===== config.mk =====
export PLATFORM = sky130hd
export DESIGN_NAME = if_fetch_queue_flat
export DESIGN_NICKNAME = d
export VERILOG_FILES = /design/src/rtl/if_fetch_queue_if.sv /design/src/rtl/if_fetch_queue.sv /design/src/flat_wrapper.sv
export SDC_FILE = /design/constraint.sdc
export NUM_CORES = 1
export LEC_CHECK = 0
export BUFFER_PORTS_ARGS = -buffer_cell sky130_fd_sc_hd__buf_2
export CORE_MARGIN = 1
export CORE_UTILIZATION = 52
export CTS_CLUSTER_SIZE = 25
export DETAILED_ROUTE_END_ITERATION = 7
export MAX_ROUTING_LAYER = met4
export PLACE_DENSITY = 0.76
export REMOVE_ABC_BUFFERS = 1
export SYNTH_ARGS = -nofsm -noshare
export SYNTH_HDL_FRONTEND = slang
export SYNTH_SLANG_ARGS = --single-unit

===== constraint.sdc =====
create_clock -name Clk -period 2.8 [get_ports Clk]
set_input_delay 0.28 -clock Clk [delete_from_list [all_inputs] [get_ports Clk]]
set_output_delay 0.28 -clock Clk [all_outputs]
set_load 0.05 [all_outputs]

===== src/rtl/if_fetch_queue_if.sv =====
// ---------------------------------------------------------------------------
// if_fetch_queue_if
// Purpose : bundles the fetch-side, decode-side and control signals of the
//           instruction fetch queue so they travel as one port.
// Signals :
//   InValid / InPC / InInstr   fetch side presents a word (PC + instruction)
//   InReady / PcStall          queue can take a word / PC unit must hold
//   OutValid / OutPC / OutInstr head entry offered to decode
//   OutReady                   decode consumes the head entry
//   Flush                      discard every queued word
//   Count                      number of valid entries
// Modports: master = fetch/decode environment, slave = the queue itself.
// ---------------------------------------------------------------------------
interface if_fetch_queue_if #(
  parameter int DEPTH = 4
);
  localparam int CW = $clog2(DEPTH) + 1;

  logic          InValid;
  logic [31:0]   InPC;
  logic [31:0]   InInstr;
  logic          InReady;
  logic          PcStall;
  logic          OutValid;
  logic [31:0]   OutPC;
  logic [31:0]   OutInstr;
  logic          OutReady;
  logic          Flush;
  logic [CW-1:0] Count;

  modport master (
    output InValid, InPC, InInstr, OutReady, Flush,
    input  InReady, PcStall, OutValid, OutPC, OutInstr, Count
  );

  modport slave (
    input  InValid, InPC, InInstr, OutReady, Flush,
    output InReady, PcStall, OutValid, OutPC, OutInstr, Count
  );
endinterface


===== src/rtl/if_fetch_queue.sv =====
// ---------------------------------------------------------------------------
// if_fetch_queue
// Purpose : circular-buffer FIFO between instruction fetch and decode. Each
//           entry holds {PC, instruction}. A push enters at the write pointer,
//           decode consumes the head at the read pointer, and Flush (taken
//           branch/jump) empties the queue in one edge.
// Ports   :
//   Clk      rising-edge clock for all state
//   ReSet_n  asynchronous active-low reset, clears pointers and Count
//   bus      if_fetch_queue_if.slave handshake bundle (see interface file)
// Parameter: DEPTH - number of entries, power of two in 2..16.
// ---------------------------------------------------------------------------
module if_fetch_queue #(
  parameter int DEPTH = 4
) (
  input  logic             Clk,
  input  logic             ReSet_n,
  if_fetch_queue_if.slave  bus
);
  localparam int PW = $clog2(DEPTH);
  localparam int CW = PW + 1;

  logic [PW-1:0] wr_ptr_q, wr_ptr_d;
  logic [PW-1:0] rd_ptr_q, rd_ptr_d;
  logic [CW-1:0] count_q,  count_d;
  logic [63:0]   mem_q [DEPTH];

  logic          in_ready;
  logic          out_valid;
  logic          push;
  logic          pop;
  logic [63:0]   head;

  // Status depends only on registered Count, so there is no In->Out path and
  // a full queue never accepts a word even if decode pops in the same cycle.
  always_comb begin
    in_ready  = (count_q < CW'(DEPTH));
    out_valid = (count_q != '0);
    push      = bus.InValid && in_ready  && !bus.Flush;
    pop       = out_valid   && bus.OutReady && !bus.Flush;
  end

  // Pointer and Count update. DEPTH is a power of two, so the natural
  // overflow of a PW-bit pointer is the modulo-DEPTH wrap.
  always_comb begin
    wr_ptr_d = wr_ptr_q;
    rd_ptr_d = rd_ptr_q;
    count_d  = count_q;
    if (bus.Flush) begin
      wr_ptr_d = '0;
      rd_ptr_d = '0;
      count_d  = '0;
    end else begin
      if (push) wr_ptr_d = wr_ptr_q + PW'(1);
      if (pop)  rd_ptr_d = rd_ptr_q + PW'(1);
      unique case ({push, pop})
        2'b10:   count_d = count_q + CW'(1);
        2'b01:   count_d = count_q - CW'(1);
        default: count_d = count_q;
      endcase
    end
  end

  always_ff @(posedge Clk or negedge ReSet_n) begin
    if (!ReSet_n) begin
      wr_ptr_q <= '0;
      rd_ptr_q <= '0;
      count_q  <= '0;
    end else begin
      wr_ptr_q <= wr_ptr_d;
      rd_ptr_q <= rd_ptr_d;
      count_q  <= count_d;
    end
  end

  // Storage is not reset; stale contents are masked by out_valid below.
  always_ff @(posedge Clk) begin
    if (push) mem_q[wr_ptr_q] <= {bus.InPC, bus.InInstr};
  end

  // Empty queue presents PC 0 and a NOP rather than stale storage.
  always_comb begin
    head         = mem_q[rd_ptr_q];
    bus.InReady  = in_ready;
    bus.PcStall  = !in_ready;
    bus.OutValid = out_valid;
    bus.OutPC    = out_valid ? head[63:32] : 32'h0;
    bus.OutInstr = out_valid ? head[31:0]  : 32'h0;
    bus.Count    = count_q;
  end
endmodule


===== src/flat_wrapper.sv =====
// flat-port wrapper written by rule: the top's interface ports become plain ports
module if_fetch_queue_flat 
#(
  parameter int DEPTH = 4
)
  (Clk, ReSet_n, bus_InValid, bus_InPC, bus_InInstr, bus_OutReady, bus_Flush, bus_InReady, bus_PcStall, bus_OutValid, bus_OutPC, bus_OutInstr, bus_Count);
  if_fetch_queue_if #(.DEPTH(DEPTH)) bus_i ();
  input  logic Clk;
  input  logic ReSet_n;
  input wire logic [$bits(bus_i.InValid)-1:0] bus_InValid;
  input wire logic [$bits(bus_i.InPC)-1:0] bus_InPC;
  input wire logic [$bits(bus_i.InInstr)-1:0] bus_InInstr;
  input wire logic [$bits(bus_i.OutReady)-1:0] bus_OutReady;
  input wire logic [$bits(bus_i.Flush)-1:0] bus_Flush;
  output wire logic [$bits(bus_i.InReady)-1:0] bus_InReady;
  output wire logic [$bits(bus_i.PcStall)-1:0] bus_PcStall;
  output wire logic [$bits(bus_i.OutValid)-1:0] bus_OutValid;
  output wire logic [$bits(bus_i.OutPC)-1:0] bus_OutPC;
  output wire logic [$bits(bus_i.OutInstr)-1:0] bus_OutInstr;
  output wire logic [$bits(bus_i.Count)-1:0] bus_Count;
  assign bus_i.InValid = bus_InValid;
  assign bus_i.InPC = bus_InPC;
  assign bus_i.InInstr = bus_InInstr;
  assign bus_i.OutReady = bus_OutReady;
  assign bus_i.Flush = bus_Flush;
  assign bus_InReady = bus_i.InReady;
  assign bus_PcStall = bus_i.PcStall;
  assign bus_OutValid = bus_i.OutValid;
  assign bus_OutPC = bus_i.OutPC;
  assign bus_OutInstr = bus_i.OutInstr;
  assign bus_Count = bus_i.Count;
  if_fetch_queue #(.DEPTH(DEPTH)) u_core (.Clk(Clk), .ReSet_n(ReSet_n), .bus(bus_i));
endmodule

==> metrics.yaml, run 1 <==
cp_top_family: "multiplexers"
grt_pass1_wl_mm: 30.4
maxCapViolCount: 0
nNetsFinal: 759
finalCritPeriodShare_pct: 92.6
synth.most_common_cell: "edfxtp_1"
post_drt_via_cell_ratio: 5.39
grt.total_usage_pct: 20.9
finalCriticalPeriod_ns: 2.59
drv_slew: 0
power.density_mw_per_mm2: 745
leakage_nw: 4.45
drcViolationCount: 0
syn_to_final_growth_pct: 24.5
ys_ff_latch: 263
pre_cts_slack_ns: 0.358
die-width_um: 142
critPathCaptureType: "primary output"
cp_cell_sequence: "buf_4 -> mux4_2 -> and2_1 -> buf_2"
htreeDepth: 1
clock.fmax_mhz: 386
cts-buffers-inserted: 26
fin_cells: 965
cts_buffer_depth: 3
synth.distinct_cells: 28
post_drt_wl_per_cell_um: 20.4
drt-initial-drc-count: 270
min_path_type: "in2reg"
netlist_top_cells_count: "256 x edfxtp_1, 68 x and2_1, 64 x mux4_2"
drive_gt1_share_pct: 36.6
worst_hold_startpoint: "bus_Flush"
initial_core_util_pct: 53.8
root_buffer: "clkbuf_16"
worst_ep_arrival_time_ns: 2.31
cp.required_ns: 2.52
synthCells: 467
dieHeight_um: 142
utilization_pct: 67.0
vdd_drop_max_uv: 614
synthesis.area_mm2: 0.0102
dieArea_mm2: 0.0202
post_cts_buffers: 0
io_buffers: 138
grt_max_degree: 67
synthTopCellsByArea: "edfxtp_1 75%, mux4_2 14%, and2_1 4.2%, dfrtp_1 1.7%, buf_6 0.66%"
crit_start: "u_core.rd_ptr_q[0]"
final_area_mm2: 0.0127
final_antenna_net_count: 0
critPathSlowestCell: "mux4_2"
cts_tree: "done"
routed_wirelength_mm: 19.7
antenna_found_initial: 1
path_buf_inv: 2
synth_ff_type: "edfxtp_1"
clk_pin_slew_worst_paths_ns: 0.06
place_inst: 852
finalSetupTns_ns: 0
vias: 5204
timing.rr.start: "u_core.bus.Count[2]"
worstSetupStartpointType: "register"
yosysTopAreaCell: "edfxtp_1"
grt_overflow_total: 0
netlist.area_leader.share_pct: 75.3
status: "complete, no violations"
worst_skew_pair.late_latency_ns: 0.53
finalClockSkew_ns: 0.0114
coreArea_mm2: 0.0190
crit_type: "reg2out"
drtPass1Iterations: 4
synth_edf_count: 256
seq_area_frac_synth_pct: 77.0
setup_viol: 0
grt_pass1_vias: 5626
dp_hpwl_mm: 11.3
clock-sinks: 263
rsz0062_at_grt: "false"
worst_pin_slew_ns: 0.572
ys_warn_count: 0
synth-async-reset-ratio_pct: 2.66
fp-row-count: 50
path_max_fanout: 19
hold_viol: 0
max_slew_margin_pct: 61.9
critPathMaxStageDelay_ns: 0.58
gp_congestion: 0.814
avgSynthCellArea_um2: 21.9
dpl_cell_area_mm2: 0.0112
layout_setup_ws_ns: 0.207
io_pins: 139
[flip-flops by register name (all words and copies together), names as in the netlist]
signal            count
u_core.mem_q        256
u_core.bus.Count      3
u_core.rd_ptr_q       2
u_core.wr_ptr_q       2
[cell usage in the layout (no fill, tap or decap), drive strengths merged, types with 2 or more instances in the layout]
cell	netlist	final
edfxtp	256	256
buf	17	152
and2	68	68
dlygate4sd3	0	65
mux4	64	64
clkbuf	10	32
clkinv	0	12
nor2	7	7
dfrtp	7	7
nand2	5	5
a21oi	4	4
ha	4	4
inv	3	3
mux2i	3	3
xor2	3	3
nand2b	2	2
xnor2	2	2
o21ai	2	2
nand3	2	2
bufinv	0	2
[kinds of logic after synthesis]
group           after synthesis  share of synthesized area, %
flops                       263                          77.0
compound gates                9                         0.515
mux                          67                          14.4
simple gates                 88                          5.15
fa+ha+maj                     5                         0.687
xor+xnor                      5                         0.429
buf+inv                      30                          1.77
[routing by layer]
layer / GRT usage (%) / wire length [um] / vias to the layer above
met5: - / 0 / -
met4: 5.72 / 393 / 0
met3: 3.47 / 976 / 32
met2: 35.6 / 10200 / 165
met1: 26.0 / 8190 / 2689
li1: - / - / 2318
[repair_timing]
item                                   CTS  global route
resized for setup                        0             1
hold buffers                            65             0
endpoints found under the hold margin  263             0
setup endpoints to repair                0             1
[final cells by class]
class | instances | area, um2
diodes | 1 | 2.50
clock buffers | 32 | 673
clock inverters | 15 | 131
fillers | 1265 | 6250
inverters | 3 | 11.3
multi-input cells | 174 | 2170
flip-flops and latches | 263 | 7870
well taps | 260 | 325
repair buffers | 217 | 1530
[stage by stage]
step                      hold slack [ns]  power [mW]
final                              0.0455        9.46
after global routing               0.0349        9.80
after CTS                          0.0226        9.53
after detailed placement            0.126        6.21
after global placement              0.122        6.17
after floorplan                   -0.0156        5.77
[final timing paths]
check                                 endpoint  slack, ns  cells after the start
setup reg to reg           u_core.bus.Count[2]       0.30                      8
hold reg to reg             u_core.wr_ptr_q[1]       0.58                      2
max in group asynchronous   u_core.rd_ptr_q[0]       2.50                      2
setup / recovery              bus_OutInstr[11]       0.21                      4
hold / removal              u_core.rd_ptr_q[1]       0.05                      2
min in group asynchronous   u_core.rd_ptr_q[0]       0.12                      2
[power breakdown]
part	total, mW	internal, mW	switching, mW	leakage [nW]
Clock	3.27	1.89	1.39	0.392
Combinational	1.68	0.579	1.10	1.64
Sequential	4.51	4.46	0.0495	2.41
Power figures use the tool's default switching activity.
==> inputs of run 2 (changes only) <==
--- a/config.mk
+++ b/config.mk
@@ -5,6 +5,7 @@
 export SDC_FILE = /design/constraint.sdc
 export NUM_CORES = 1
 export LEC_CHECK = 0
+export ABC_AREA = 1
 export BUFFER_PORTS_ARGS = -buffer_cell sky130_fd_sc_hd__buf_2
 export CORE_MARGIN = 1
 export CORE_UTILIZATION = 52
@@ -12,6 +13,7 @@
 export DETAILED_ROUTE_END_ITERATION = 7
 export MAX_ROUTING_LAYER = met4
 export PLACE_DENSITY = 0.76
+export RECOVER_POWER = 50
 export REMOVE_ABC_BUFFERS = 1
 export SYNTH_ARGS = -nofsm -noshare
 export SYNTH_HDL_FRONTEND = slang
==> run 2 against run 1 <==
Compared with the run above: total power up 38%; flip-flop and latch count did not move; clock power grew 1%; core utilization fell by 2.0 points; critical path depth grew 1; cell area up 0.25%; area after synthesis is 2.2% higher; first-iteration DRC count is 120% higher; fmax down 2.1%; largest cell class unchanged.
==> metrics.yaml, run 2 <==
post_drt_via_cell_ratio: 5.34  # was 5.39
htreeDepth: 1  # unchanged
final_area_mm2: 0.0127  # about the same
synthCells: 820  # was 467
r2r-end: "u_core.mem_q[0][45]"  # was u_core.bus.Count[2]
max_slew_margin_pct: 43.4  # was 61.9%
drcViolationCount: 0  # unchanged
fin_cells: 1302  # was 965
worst_pin_slew_ns: 0.848  # was 0.572 ns
routed_wirelength_mm: 23.0  # was 19.7 mm
cts_buffer_depth: 3  # unchanged
synth.distinct_cells: 24  # was 28
io_pins: 139  # unchanged
final_cell_mix: "260 x nor2_1, 256 x edfxtp_1, 87 x o21ai_1"  # was 256 x edfxtp_1, 138 x buf_2, 65 x dlygate4sd3_1
final_antenna_net_count: 0  # unchanged
clock.fmax_mhz: 377  # was 386 MHz
syn_to_final_growth_pct: 22.2  # was 24.5%
post_drt_wl_per_cell_um: 17.7  # was 20.4 um
synthTopCellsByArea: "edfxtp_1 74%, nor2_1 9.5%, o21ai_1 4.2%, a21oi_1 3.1%, o21ai_0 2.1%"  # was edfxtp_1 75%, mux4_2 14%, and2_1 4.2%, dfrtp_1 1.7%, buf_6 0.66%
leakage_nw: 4.51  # was 4.45 nW
vdd_drop_max_uv: 764  # was 614 uV
dieHeight_um: 144  # was 142 um
hold_viol: 0  # unchanged
maxCapViolCount: 0  # unchanged
root_buffer: "clkbuf_16"  # unchanged
synth_ff_type: "edfxtp_1"  # unchanged
status: "complete, no violations"  # unchanged
die-width_um: 144  # was 142 um
final_common_cell: "nor2_1"  # was edfxtp_1
avgSynthCellArea_um2: 12.7  # was 21.9 um2
min_path_type: "in2reg"  # unchanged
finalCritPeriodShare_pct: 94.6  # was 92.6%
rr_worst_depth: 4  # was 8
pre_cts_slack_ns: 0.671  # was 0.358 ns
clk_pin_slew_worst_paths_ns: 0.06  # about the same
hold_end: "u_core.bus.Count[1]"  # was u_core.rd_ptr_q[1]
initial_core_util_pct: 53.2  # was 53.8%
cp.required_ns: 2.52  # about the same
rrSetupSlack_ns: 0.59  # was 0.30 ns
layout_setup_ws_ns: 0.150  # was 0.207 ns
rsz0062_at_grt: "false"  # unchanged
worst_ep_arrival_time_ns: 2.37  # was 2.31 ns
yosysTopAreaCell: "edfxtp_1"  # unchanged
dieArea_mm2: 0.0206  # was 0.0202 mm2
io_buffers: 138  # unchanged
timing.rr.start: "u_core.bus.Count[2]"  # unchanged
drv_slew: 0  # unchanged
fp-row-count: 51  # was 50
worst_hold_startpoint: "bus_Flush"  # unchanged
synth.most_common_cell: "nor2_1"  # was edfxtp_1
grt_max_degree: 70  # was 67
dp_hpwl_mm: 12.3  # was 11.3 mm
path_max_fanout: 27  # was 19
worstSetupStartpointType: "register"  # unchanged
place_inst: 1190  # was 852
largest_register_ffs: 256  # unchanged
synthesis.area_mm2: 0.0104  # was 0.0102 mm2
dpl_cell_area_mm2: 0.0114  # was 0.0112 mm2
cts-buffers-inserted: 26  # unchanged
synth-async-reset-ratio_pct: 2.66  # unchanged
grt_pass1_wl_mm: 35.0  # was 30.4 mm
critPathCaptureType: "primary output"  # unchanged
grt.total_usage_pct: 23.1  # was 20.9%
vias: 6956  # was 5204
ys_warn_count: 0  # unchanged
fillCellCount: 1456  # was 1265
ys_ff_latch: 263  # unchanged
hold_path_depth: 4  # was 2
drt-initial-drc-count: 581  # was 270
coreArea_mm2: 0.0196  # was 0.0190 mm2
grt_overflow_total: 0  # unchanged
multiInputGateArea_mm2: 0.00219  # was 0.00217 mm2
clock-sinks: 263  # unchanged
worst_skew_pair.late_latency_ns: 0.52  # was 0.53 ns
cts_tree: "done"  # unchanged
post_cts_buffers: 0  # unchanged
drtPass1Iterations: 5  # was 4
nNetsFinal: 1092  # was 759
netlist_top_cells_count: "264 x nor2_1, 256 x edfxtp_1, 87 x o21ai_1"  # was 256 x edfxtp_1, 68 x and2_1, 64 x mux4_2
drive_gt1_share_pct: 12.5  # was 36.6%
finalClockSkew_ns: 0.0107  # was 0.0114 ns
regMostFlops: "u_core.mem_q"  # unchanged
fin_hold_ws_ns: 0.0421  # was 0.0455 ns
setup_viol: 0  # unchanged
antenna_found_initial: 0  # was 1
synth_edf_count: 256  # unchanged
utilization_pct: 65.0  # was 67.0%
gp_congestion: 0.754  # was 0.814
grt_pass1_vias: 6845  # was 5626
netlist.area_leader.share_pct: 73.7  # was 75.3%
seq_area_frac_synth_pct: 75.4  # was 77.0%
crit_type: "reg2out"  # unchanged
power.density_mw_per_mm2: 1030  # was 745 mW/mm2
finalCriticalPeriod_ns: 2.65  # was 2.59 ns
ff_latch_area_mm2: 0.00787  # unchanged
## run 2: changes by cell type in the layout (fill, tap and decap cells not counted), moves of 10 or more
cell and change:
o21ai_1 +87, a21oi_1 +62, and2_1 -64, buf_2 -71
clkbuf_1 +74, inv_1 +10, o21ai_0 +42, nor2_1 +253
mux4_2 -64
## run 2: cells by family (layout without fill, tap and decap cells)
family / count (synthesis) / in the layout / share of synthesized area [%]
AO/OA/AOI/OAI: 198 / 198 / 9.65
buffers and inverters: 67 / 283 / 3.72
other: 0 / 1 / 0
AND/OR/NAND/NOR: 287 / 287 / 10.6
adder cells (fa/ha/maj): 5 / 5 / 0.672
flip-flops: 263 / 263 / 75.4
## run 2: what timing repair did
item / CTS / global route
setup endpoints to repair: 0 / 3
resized for setup: 0 / 1
hold buffers: 65 / 0
endpoints found under the hold margin: 261 / 0
## run 2: stage by stage
stage | TNS (ns) | power (mW)
floorplan | -573.99 | 8.41
global placement | 0 | 9.77
detailed placement | 0 | 9.83
CTS | 0 | 13.2
global route | 0 | 13.7
finish | 0 | 13.1
## run 2: area by class of cell
type / count / share of cell area (%)
diodes: 1 / 0.0196
clock buffers: 39 / 5.89
clock inverters: 7 / 0.462
inverters: 16 / 0.491
multi-input cells: 490 / 17.2
flip-flops and latches: 263 / 61.7
well taps: 265 / 2.60
repair buffers: 221 / 11.6
## run 2: per-layer routing
| metal | up-vias | part of all wire (%) | GRT usage [%] |
|---|---|---|---|
| met5 | - | 0 | - |
| met4 | 0 | 2.6 | 7.89 |
| met3 | 43 | 6.2 | 3.37 |
| met2 | 261 | 50 | 38.8 |
| met1 | 3356 | 41 | 28.8 |
| li1 | 3296 | - | - |
## run 2: worst max-delay path by stage
| stage | startpoint | to |
|---|---|---|
| 2_1_floorplan | u_core.rd_ptr_q[0] | bus_OutInstr[0] |
| 3_3_place_gp | bus_Flush | u_core.mem_q[1][49] |
| 3_5_place_dp | bus_Flush | u_core.mem_q[1][62] |
| 4_1_cts | u_core.rd_ptr_q[0] | bus_OutInstr[21] |
| 5_1_grt | u_core.rd_ptr_q[0] | bus_OutInstr[21] |
| 6_report | u_core.rd_ptr_q[0] | bus_OutInstr[21] |
## run 2: worst max-delay path, stage by stage (launching register included)
cell	delay [ns]
dfrtp_4	0.54
inv_4	0.28
buf_4	0.34
o21ai_0	0.21
a21oi_1	0.18
buf_2	0.29
## run 2: power by group
group	switching [mW]	total, mW	internal, mW	leakage (nW)
combinational	3.99	5.07	1.08	1.70
clock	1.38	3.31	1.93	0.394
sequential	0.0963	4.71	4.61	2.41
total	5.47	13.1	7.62	4.51
==> inputs of run 3 (changes only) <==
==> constraint.sdc (replaced) <==
create_clock -name Clk -period 2.8 [get_ports Clk]
set_input_delay 0.56 -clock Clk [delete_from_list [all_inputs] [get_ports Clk]]
set_output_delay 0.56 -clock Clk [all_outputs]
set_load 0.05 [all_outputs]
==> run 3 against run 2 <==
Compared with the run above: die area unchanged; sequential power is essentially flat; clock-buffer cell count shrank 5; combinational power up 3%; clock power grew 2%; sequential share of layout area rose by 2.2 points; register-to-register slack got worse by 0.07 ns; critical path type unchanged; first-iteration DRC count decreased by 12%; total power grew 1.6%; clock skew decreased by 0.00085 ns; flip-flop and latch count did not move; non-clock buffer count down 54; largest power group unchanged.
==> metrics.yaml, run 3 (synthesis gave the netlist of run 2 again) <==
clock-sinks: 263  # unchanged
rsz0062_at_grt: "true"  # was false
dieArea_mm2: 0.0206  # unchanged
critPathCaptureType: "primary output"  # unchanged
syn_to_final_growth_pct: 17.9  # was 22.2%
nNetsFinal: 1039  # was 1092
finalPower_mw: 13.3  # was 13.1 mW
dieHeight_um: 144  # unchanged
coreArea_mm2: 0.0196  # unchanged
critPathMaxStageDelay_ns: 0.59  # was 0.54 ns
power.density_mw_per_mm2: 1080  # was 1030 mW/mm2
finalCriticalPeriod_ns: 2.72  # was 2.65 ns
utilization_pct: 62.8  # was 65.0%
cts_buffer_depth: 3  # unchanged
antenna_found_initial: 1  # was 0
cp_top_family: "buffers and inverters"  # unchanged
initial_core_util_pct: 53.2  # unchanged
regMostFlops: "u_core.mem_q"  # unchanged
cp.required_ns: 2.24  # was 2.52 ns
finalClockSkew_ns: 0.00986  # was 0.0107 ns
worst_skew_pair.late_latency_ns: 0.52  # about the same
worstSetupStartpointType: "register"  # unchanged
final_common_cell: "nor2_1"  # unchanged
path_buf_inv: 3  # unchanged
gp_congestion: 0.814  # was 0.754
finalSetupTns_ns: 0  # unchanged
post_drt_wl_per_cell_um: 17.6  # was 17.7 um
crit_type: "reg2out"  # unchanged
maxCapViolCount: 0  # unchanged
vias: 6700  # was 6956
worst_pin_slew_ns: 0.911  # was 0.848 ns
grt_overflow_total: 0  # unchanged
grt_max_degree: 57  # was 70
drt-initial-drc-count: 509  # was 581
leakage_nw: 4.31  # was 4.51 nW
path_depth: 5  # unchanged
min_path_type: "in2reg"  # unchanged
clk_pin_slew_worst_paths_ns: 0.06  # about the same
grt.total_usage_pct: 22.2  # was 23.1%
drv_slew: 0  # unchanged
pre_cts_slack_ns: 0.435  # was 0.671 ns
max_slew_margin_pct: 39.3  # was 43.4%
cts-buffers-inserted: 27  # was 26
die-width_um: 144  # unchanged
final_antenna_net_count: 0  # unchanged
cts_tree: "done"  # unchanged
drtPass1Iterations: 5  # unchanged
grt_pass1_vias: 6478  # was 6845
routed_wirelength_mm: 22.0  # was 23.0 mm
io_pins: 139  # unchanged
grt_pass1_wl_mm: 33.4  # was 35.0 mm
largest_register_ffs: 256  # unchanged
vdd_drop_max_uv: 888  # was 764 uV
critPathSlowestCell: "dfrtp_4"  # unchanged
root_buffer: "clkbuf_16"  # unchanged
path_max_fanout: 56  # was 27
dp_hpwl_mm: 12.3  # about the same
fin_hold_ws_ns: 0.296  # was 0.0421 ns
finalCritPeriodShare_pct: 97.0  # was 94.6%
final_cell_mix: "262 x nor2_1, 256 x edfxtp_1, 87 x o21ai_1"  # was 260 x nor2_1, 256 x edfxtp_1, 87 x o21ai_1
worst_ep_arrival_time_ns: 2.16  # was 2.37 ns
layout_setup_ws_ns: 0.0827  # was 0.150 ns
hold_viol: 0  # unchanged
setup_viol: 0  # unchanged
hold_path_depth: 1  # was 4
drive_gt1_share_pct: 14.8  # was 12.5%
clock.fmax_mhz: 368  # was 377 MHz
post_drt_via_cell_ratio: 5.35  # was 5.34
io_buffers: 138  # unchanged
cp_cell_sequence: "clkinv_8 -> buf_16 -> o21ai_1 -> a21oi_1 -> buf_4"  # was inv_4 -> buf_4 -> o21ai_0 -> a21oi_1 -> buf_2
drcViolationCount: 0  # unchanged
status: "complete, no violations"  # unchanged
fp-row-count: 51  # unchanged
rr_worst_depth: 4  # unchanged
htreeDepth: 1  # unchanged
-- run 3: path summary, 6_finish.rpt --
check / startpoint / to / slack [ns]
max in group asynchronous: ReSet_n / u_core.rd_ptr_q[0] / 1.90
min in group asynchronous: ReSet_n / u_core.rd_ptr_q[1] / 0.52
max: u_core.rd_ptr_q[0] / bus_OutPC[25] / 0.08
min reg2reg: u_core.wr_ptr_q[0] / u_core.wr_ptr_q[0] / 0.58
max reg2reg: u_core.bus.Count[2] / u_core.mem_q[3][24] / 0.52
min: bus_InPC[17] / u_core.mem_q[0][49] / 0.30
-- run 3: metal layers --
metal	wire, um	global-route usage, %	vias up
li1	-	-	3189
met1	9310	28.1	3239
met2	10800	36.8	231
met3	1380	3.57	41
met4	519	7.17	0
met5	0	-	-
-- run 3: area by class of cell --
cell class,count,area [um2]
Fill cell,1519,7300
Sequential cell,263,7870
Clock inverter,15,134
Inverter,16,75.1
Antenna cell,2,5.00
Clock buffer,34,702
Timing Repair Buffer,167,1000
Multi-Input combinational cell,490,2180
Tap cell,265,332
-- run 3: timing repair --
| item | CTS | global route |
|---|---|---|
| gates resized for setup | 8 | 17 |
| endpoints found under the hold margin | 7 | 0 |
| setup buffers | 1 | 2 |
| hold buffers | 1 | 0 |
| endpoints found under the setup margin | 52 | 51 |
| gates cloned | 1 | 0 |
-- run 3: through the flow --
stage               cells  cell area [um2]
floorplan             769            10100
global placement     1196            11400
detailed placement   1196            11400
CTS                  1248            12400
global route         1251            12300
finish               1252            12300
-- run 3: report_power, final --
| part | leakage, nW | switching, mW | internal, mW | total, mW |
|---|---|---|---|---|
| combinational | 1.51 | 3.99 | 1.22 | 5.21 |
| sequential | 2.41 | 0.110 | 4.61 | 4.72 |
| clock | 0.394 | 1.41 | 1.96 | 3.37 |
